--- src/rtl/plane_pixel_serializer.sv ---
// plane_pixel_serializer
//
// Captures the GFX ROM tile rows and COL attributes that the plane address
// generator fetches for the fix, A and B planes. At each tile boundary the
// staged rows move into a two-tile pixel window per layer. In every pixel slot
// one 4bpp pixel per layer is emitted. X flip is applied when the row is
// captured, and fine scroll is applied when the pixel is selected.
//
// Ports
//   clk_24M            system clock, rising edge
//   nRES               asynchronous active-low reset
//   PIX_CE             pixel strobe, one clk_24M in every 4
//   TILE_LD            tile boundary, qualified by PIX_CE, on the last slot of a tile
//   ROM_STB            ROM word valid for one clk_24M
//   ROM_SEL[1:0]       target layer of ROM_STB: 0 fix, 1 A, 2 B, 3 none
//   VD_ROM[31:0]       tile row, byte k = bitplane k, bit 7 = leftmost pixel
//   COL_IN[7:0]        tile attribute, captured with ROM_STB
//   ZA[2:0], ZB[2:0]   fine scroll for layers A and B, sampled on TILE_LD
//   FLIP_X_EN          enables the per-tile X flip requested by COL_IN[0]
//   PX_F/A/B[3:0]      pixel codes, registered
//   COL_F/A/B[7:0]     attribute of the tile that supplied the pixel
//   NZ_F/A/B           set when the matching pixel code is nonzero

module plane_pixel_serializer (
   input  logic        clk_24M,
   input  logic        nRES,
   input  logic        PIX_CE,
   input  logic        TILE_LD,
   input  logic        ROM_STB,
   input  logic [1:0]  ROM_SEL,
   input  logic [31:0] VD_ROM,
   input  logic [7:0]  COL_IN,
   input  logic [2:0]  ZA,
   input  logic [2:0]  ZB,
   input  logic        FLIP_X_EN,
   output logic [3:0]  PX_F,
   output logic [3:0]  PX_A,
   output logic [3:0]  PX_B,
   output logic [7:0]  COL_F,
   output logic [7:0]  COL_A,
   output logic [7:0]  COL_B,
   output logic        NZ_F,
   output logic        NZ_A,
   output logic        NZ_B
);

   // Layer index: 0 fix, 1 A, 2 B.
   localparam int N_LAYER = 3;

   logic [3:0] stage_px  [N_LAYER][8];
   logic [7:0] stage_col [N_LAYER];
   // Window slots 0-7 hold the previous tile, slots 8-15 hold the current tile.
   logic [3:0] win_px    [N_LAYER][16];
   logic [7:0] prev_col  [N_LAYER];
   logic [7:0] cur_col   [N_LAYER];
   logic [2:0] fine_a;
   logic [2:0] fine_b;
   logic [2:0] phase;

   logic [3:0] px_q  [N_LAYER];
   logic [7:0] col_q [N_LAYER];
   logic       nz_q  [N_LAYER];

   logic [3:0] dec_px [8];
   logic [3:0] ins_px [8];
   logic       do_flip;
   logic       tile_adv;

   logic [2:0] fine   [N_LAYER];
   logic [3:0] idx    [N_LAYER];
   logic [3:0] sel_px [N_LAYER];
   logic [7:0] sel_col[N_LAYER];

   assign do_flip  = FLIP_X_EN & COL_IN[0];
   assign tile_adv = PIX_CE & TILE_LD;

   // Pixel n gathers bit (7-n) from each of the four bitplane bytes.
   always_comb begin
      for (int n = 0; n < 8; n++) begin
         dec_px[n] = {VD_ROM[31-n], VD_ROM[23-n], VD_ROM[15-n], VD_ROM[7-n]};
      end
      for (int n = 0; n < 8; n++) begin
         ins_px[n] = do_flip ? dec_px[7-n] : dec_px[n];
      end
   end

   // Staging registers. ROM_SEL=3 matches no layer and leaves everything alone.
   always_ff @(posedge clk_24M or negedge nRES) begin
      if (!nRES) begin
         for (int l = 0; l < N_LAYER; l++) begin
            stage_col[l] <= '0;
            for (int n = 0; n < 8; n++) stage_px[l][n] <= '0;
         end
      end else if (ROM_STB) begin
         for (int l = 0; l < N_LAYER; l++) begin
            if (ROM_SEL == 2'(l)) begin
               stage_col[l] <= COL_IN;
               for (int n = 0; n < 8; n++) stage_px[l][n] <= ins_px[n];
            end
         end
      end
   end

   // Tile advance. A ROM word arriving in the same cycle lands in the stage,
   // while cur takes the old stage, so the new word appears one tile later.
   always_ff @(posedge clk_24M or negedge nRES) begin
      if (!nRES) begin
         for (int l = 0; l < N_LAYER; l++) begin
            prev_col[l] <= '0;
            cur_col[l]  <= '0;
            for (int s = 0; s < 16; s++) win_px[l][s] <= '0;
         end
         fine_a <= '0;
         fine_b <= '0;
      end else if (tile_adv) begin
         for (int l = 0; l < N_LAYER; l++) begin
            prev_col[l] <= cur_col[l];
            cur_col[l]  <= stage_col[l];
            for (int s = 0; s < 8; s++) begin
               win_px[l][s]   <= win_px[l][s+8];
               win_px[l][s+8] <= stage_px[l][s];
            end
         end
         fine_a <= ZA;
         fine_b <= ZB;
      end
   end

   // Pixel phase within the tile. Without a TILE_LD it simply wraps 7 -> 0.
   always_ff @(posedge clk_24M or negedge nRES) begin
      if (!nRES) begin
         phase <= '0;
      end else if (PIX_CE) begin
         if (TILE_LD) phase <= '0;
         else         phase <= phase + 3'd1;
      end
   end

   // Fine scroll shifts right: idx = 8 + phase - fine reaches back into the
   // previous tile for the first 'fine' pixels. Since fine <= 7 and
   // phase >= 0, idx stays within 1..15.
   always_comb begin
      fine[0] = 3'd0;
      fine[1] = fine_a;
      fine[2] = fine_b;
      for (int l = 0; l < N_LAYER; l++) begin
         idx[l]     = 4'd8 + {1'b0, phase} - {1'b0, fine[l]};
         sel_px[l]  = win_px[l][idx[l]];
         sel_col[l] = idx[l][3] ? cur_col[l] : prev_col[l];
      end
   end

   always_ff @(posedge clk_24M or negedge nRES) begin
      if (!nRES) begin
         for (int l = 0; l < N_LAYER; l++) begin
            px_q[l]  <= '0;
            col_q[l] <= '0;
            nz_q[l]  <= 1'b0;
         end
      end else if (PIX_CE) begin
         for (int l = 0; l < N_LAYER; l++) begin
            px_q[l]  <= sel_px[l];
            col_q[l] <= sel_col[l];
            nz_q[l]  <= (sel_px[l] != 4'd0);
         end
      end
   end

   assign PX_F  = px_q[0];
   assign PX_A  = px_q[1];
   assign PX_B  = px_q[2];
   assign COL_F = col_q[0];
   assign COL_A = col_q[1];
   assign COL_B = col_q[2];
   assign NZ_F  = nz_q[0];
   assign NZ_A  = nz_q[1];
   assign NZ_B  = nz_q[2];

endmodule
--- config.mk ---
export PLATFORM = sky130hd
export DESIGN_NAME = plane_pixel_serializer
export DESIGN_NICKNAME = d
export VERILOG_FILES = /design/src/rtl/plane_pixel_serializer.sv
export SDC_FILE = /design/constraint.sdc
export NUM_CORES = 1
export LEC_CHECK = 0
export BUFFER_PORTS_ARGS = -buffer_cell sky130_fd_sc_hd__buf_2
export CORE_MARGIN = 2
export CORE_UTILIZATION = 55
export DETAILED_ROUTE_END_ITERATION = 8
export HOLD_SLACK_MARGIN = 0.05
export PLACE_DENSITY = 0.73
export SLEW_MARGIN = 20
export SYNTH_ARGS = -nofsm -noshare
export SYNTH_HDL_FRONTEND = slang
export SYNTH_SLANG_ARGS = --single-unit
--- constraint.sdc ---
create_clock -name clk_24M -period 7.59 [get_ports clk_24M]
set_input_delay 0.3795 -clock clk_24M [delete_from_list [all_inputs] [get_ports clk_24M]]
set_output_delay 0.3795 -clock clk_24M [all_outputs]
set_load 0.01 [all_outputs]
==> results by group <==
Power
  • Leakage Power: about 7.9 nW
  • Internal power: about 4.3 mW
  • Clock group share of total power: 0.308
  • Sequential power share: 0.463
  • Pwr/cell area: about 350 mW/mm^2
  • Net load switching power: ~1.8 mW
  • Sw frac: 0.295
  • Peak supply drop: 0.195 mV
  • Combinational Power Share: 0.229

CTS
  • Clk_lat worst skew: between 0.5 and 0.6 ns
  • Setup bufs post-CTS: 0
  • CTS tree: yes
  • Clk sinks: about 370
  • Post-CTS Resized: 0
  • CTS H-tree lvls: 2
  • Maximum clock path buffer count: 3
  • Cts bufs inserted: 39
  • Worst-path clk slew: 0.06 ns
  • Hold Buf Count CTS: 1
  • CTS root buf: clkbuf_16

STA
  • # setup viols final: 0
  • Pins over their slew limit: 0
  • Period utilization: 0.458
  • Worst Clk Skew: around 0.013 ns
  • Worst Max-Slew Pin Slew: a little over 1 ns
  • Setup TNS Final: 0 ns
  • RSZ-0062 raised after global routing: no
  • Final hold vios: 0
  • Tmin final: approximately 3.5 ns
  • Fmax: roughly 290 MHz
  • Max_slew headroom: 0.310

Setup path
  • Crit path from: phase[0]$_DFFE_PN0P_
  • Crit Reg-Reg Endpoint: NZ_A$_DFFE_PN0P_
  • R2r startpoint: phase[0]$_DFFE_PN0P_
  • Critical Path Slowest Stage Cell: fa_1
  • CP Launch Type: flop
  • Crit end category: flop
  • CP Max Fanout: 13
  • Flop2flop setup slack: 4.12 ns
  • Critical path arrival: 3.87 ns
  • Worst path required time: 7.98 ns
  • CP Class: flop to flop
  • Critical Path End: NZ_A$_DFFE_PN0P_
  • CP Cell Sequence: inv_1, ha_1, inv_1, fa_1, mux4_2, mux2i_1, o21ai_0, a31oi_1, o41ai_1, o32a_1
  • CP peak stage delay: roughly 0.91 ns
  • Reg2reg path depth: 10
  • CP most frequent cell: inv_1

Finish
  • Area delta synth->final: 13.6%
  • Share of cells above drive strength 1: 0.344
  • Nets: about 1300
  • Design Area, Final: ~0.017 mm^2
  • Ant diodes: 0

Logic synthesis
  • Register area share after synthesis: 0.599
  • Yosys reg bits: 368
  • Synth area leaders: dfrtp_1 (60%), mux2_2 (18%), mux2i_1 (3.6%), nand2_1 (3.5%), mux4_2 (3.5%)
  • Top post-synthesis cells by count: dfrtp_1 (368), mux2_2 (242), nand2_1 (144), o21ai_0 (70), nor2_1 (65)
  • EDFF count, synth: 0
  • Post-synthesis async set-or-reset flop share: 1.00
  • Post-synth top area share: 0.599
  • Post-synthesis cell area: about 0.015 mm^2
  • Area leader, netlist: dfrtp_1
  • Syn_nets: roughly 1200
  • Top FF cell, synth: dfrtp_1
  • Avg Inst Size Synth: about 13 um^2
  • Yosys warning count: 0
  • Most common cell in the netlist: dfrtp_1
  • Syn Inst Count: 1176
  • Distinct cell type count after synthesis: between 40 and 50

Floorplan
  • Row cnt: 61
  • Vert. Die Dim: roughly 170 um
  • Io pins: between 90 and 100
  • Core ar.: around 0.028 mm^2
  • DIE AREA: between 0.02 and 0.03 mm^2
  • Initial Util: 0.557
  • Die Span X: approximately 170 um

GRT
  • First-pass GRT wire length: roughly 54000 um
  • Tot GR Track Use: 0.241
  • Vias in the first global route: between 9000 and 10000
  • Largest net degree at the start of global routing: roughly 180
  • Antenna violations before repair: 0
  • Grt ovf: 0

Flow run
  • Maxcap violations: 0

Detailed routing
  • First-pass DRT Iterations: 5
  • Routed WL: around 34000 um
  • Antenna-violating nets left: 0
  • Drt wl/cell: 20.5 um
  • DRC: 0
  • Vias: 9477
  • Vias per cell: 5.72
  • DR iter-0 viols: about 670

Place
  • I/O Buffers: a little over 90
  • Dpl hpwl: 22200 um
  • Gpl congestion: roughly 0.80
  • Placed Area: 0.0161 mm^2

Hold path
  • Worst min path class: primary input to flop

Outcome
  • Status: complete, no violations
-- registers in the layout, summed over array words and instances (netlist names) --
register   flops
phase          3
NZ_A           1
COL_B          8
NZ_B           1
COL_A          8
NZ_F           1
PX_A           4
COL_F          8
PX_F           4
cur_col       24
stage_px      96
fine_b         3
fine_a         3
win_px       160
stage_col     24
PX_B           4
prev_col      16
-- through the flow --
stage	hold slack [ns]	total power, mW	cells	setup WS, ns	utilization
floorplan	0.0839	3.77	1176	4.63	-
global placement	0.458	4.21	1585	4.05	0.585
detailed placement	0.466	4.27	1585	3.93	0.585
CTS	0.0764	6.18	1656	3.88	0.632
global route	0.0846	6.47	1656	3.84	0.632
finish	0.0957	6.14	1656	4.12	0.632
-- worst min path at each step --
stage                                        start                        to  slack [ns]  cells after the start
final                                        ZB[1]     fine_b[1]$_DFFE_PN0P_         0.1                      2
after global routing                         ZB[1]     fine_b[1]$_DFFE_PN0P_        0.08                      2
after CTS                                    ZA[1]     fine_a[1]$_DFFE_PN0P_        0.08                      2
after detailed placement  stage_px[55]$_DFFE_PN0P_  stage_px[55]$_DFFE_PN0P_        0.47                      2
after global placement    stage_px[28]$_DFFE_PN0P_  stage_px[28]$_DFFE_PN0P_        0.46                      2
after floorplan                               nRES      COL_A[0]$_DFFE_PN0P_        0.08                      0
-- critical path, delay by kind of cell (launching register included) --
family / cells / cell delay [ns]
buffers and inverters: 2 / 0.27
AOI/OAI and AO/OA: 4 / 0.77
DFF: 1 / 0.66
muxes: 2 / 0.55
adders and majority gates: 2 / 1.09
-- power groups by stage --
stage / Sequential, mW / Combinational [mW] / Clock (mW)
final: 2.85 / 1.40 / 1.89
after floorplan: 2.75 / 1.02 / 0
after CTS: 2.85 / 1.42 / 1.92
after global placement: 2.86 / 1.36 / 0
after detailed placement: 2.87 / 1.40 / 0
after global routing: 2.91 / 1.56 / 2.00
-- logic make-up after synthesis --
family,Yosys count,synth area share
AO/OA/AOI/OAI,150,0.0538
XOR/XNOR,4,0.00399
adder cells (fa/ha/maj),9,0.00830
buffers and inverters,81,0.0224
flip-flops,368,0.599
multiplexers,321,0.248
AND/OR/NAND/NOR,243,0.0648
-- routing by layer --
layer / vias to the layer above / global-route usage / share of wire
met5: - / 0 / 0
met4: 0 / 0.0512 / 0.016
met3: 49 / 0.0430 / 0.054
met2: 231 / 0.368 / 0.47
met1: 4897 / 0.366 / 0.46
li1: 4300 / - / -
-- final cells by class --
| class | count | area, um^2 |
|---|---|---|
| repair buffers | 104 | 588 |
| well taps | 378 | 473 |
| multi-input cells | 727 | 5870 |
| flip-flops and latches | 368 | 9210 |
| inverters | 9 | 33.8 |
| clock inverters | 11 | 124 |
| fillers | 2134 | 10200 |
| clock buffers | 59 | 1170 |
-- layout by cell type, fill, tap and decap left out, types with 8 or more instances in the layout --
cell       instances
a21oi_1           54
a31oi_1           11
buf_2             91
buf_4              9
clkbuf_1          10
clkbuf_16         41
clkbuf_8           8
dfrtp_1          368
inv_1              8
mux2_2           242
mux2i_1           55
mux4_2            24
nand2_1          142
nand3_1           10
nand4_1            9
nor2_1            65
o21ai_0           70
No activity file was read; power rests on OpenSTA's default activity.
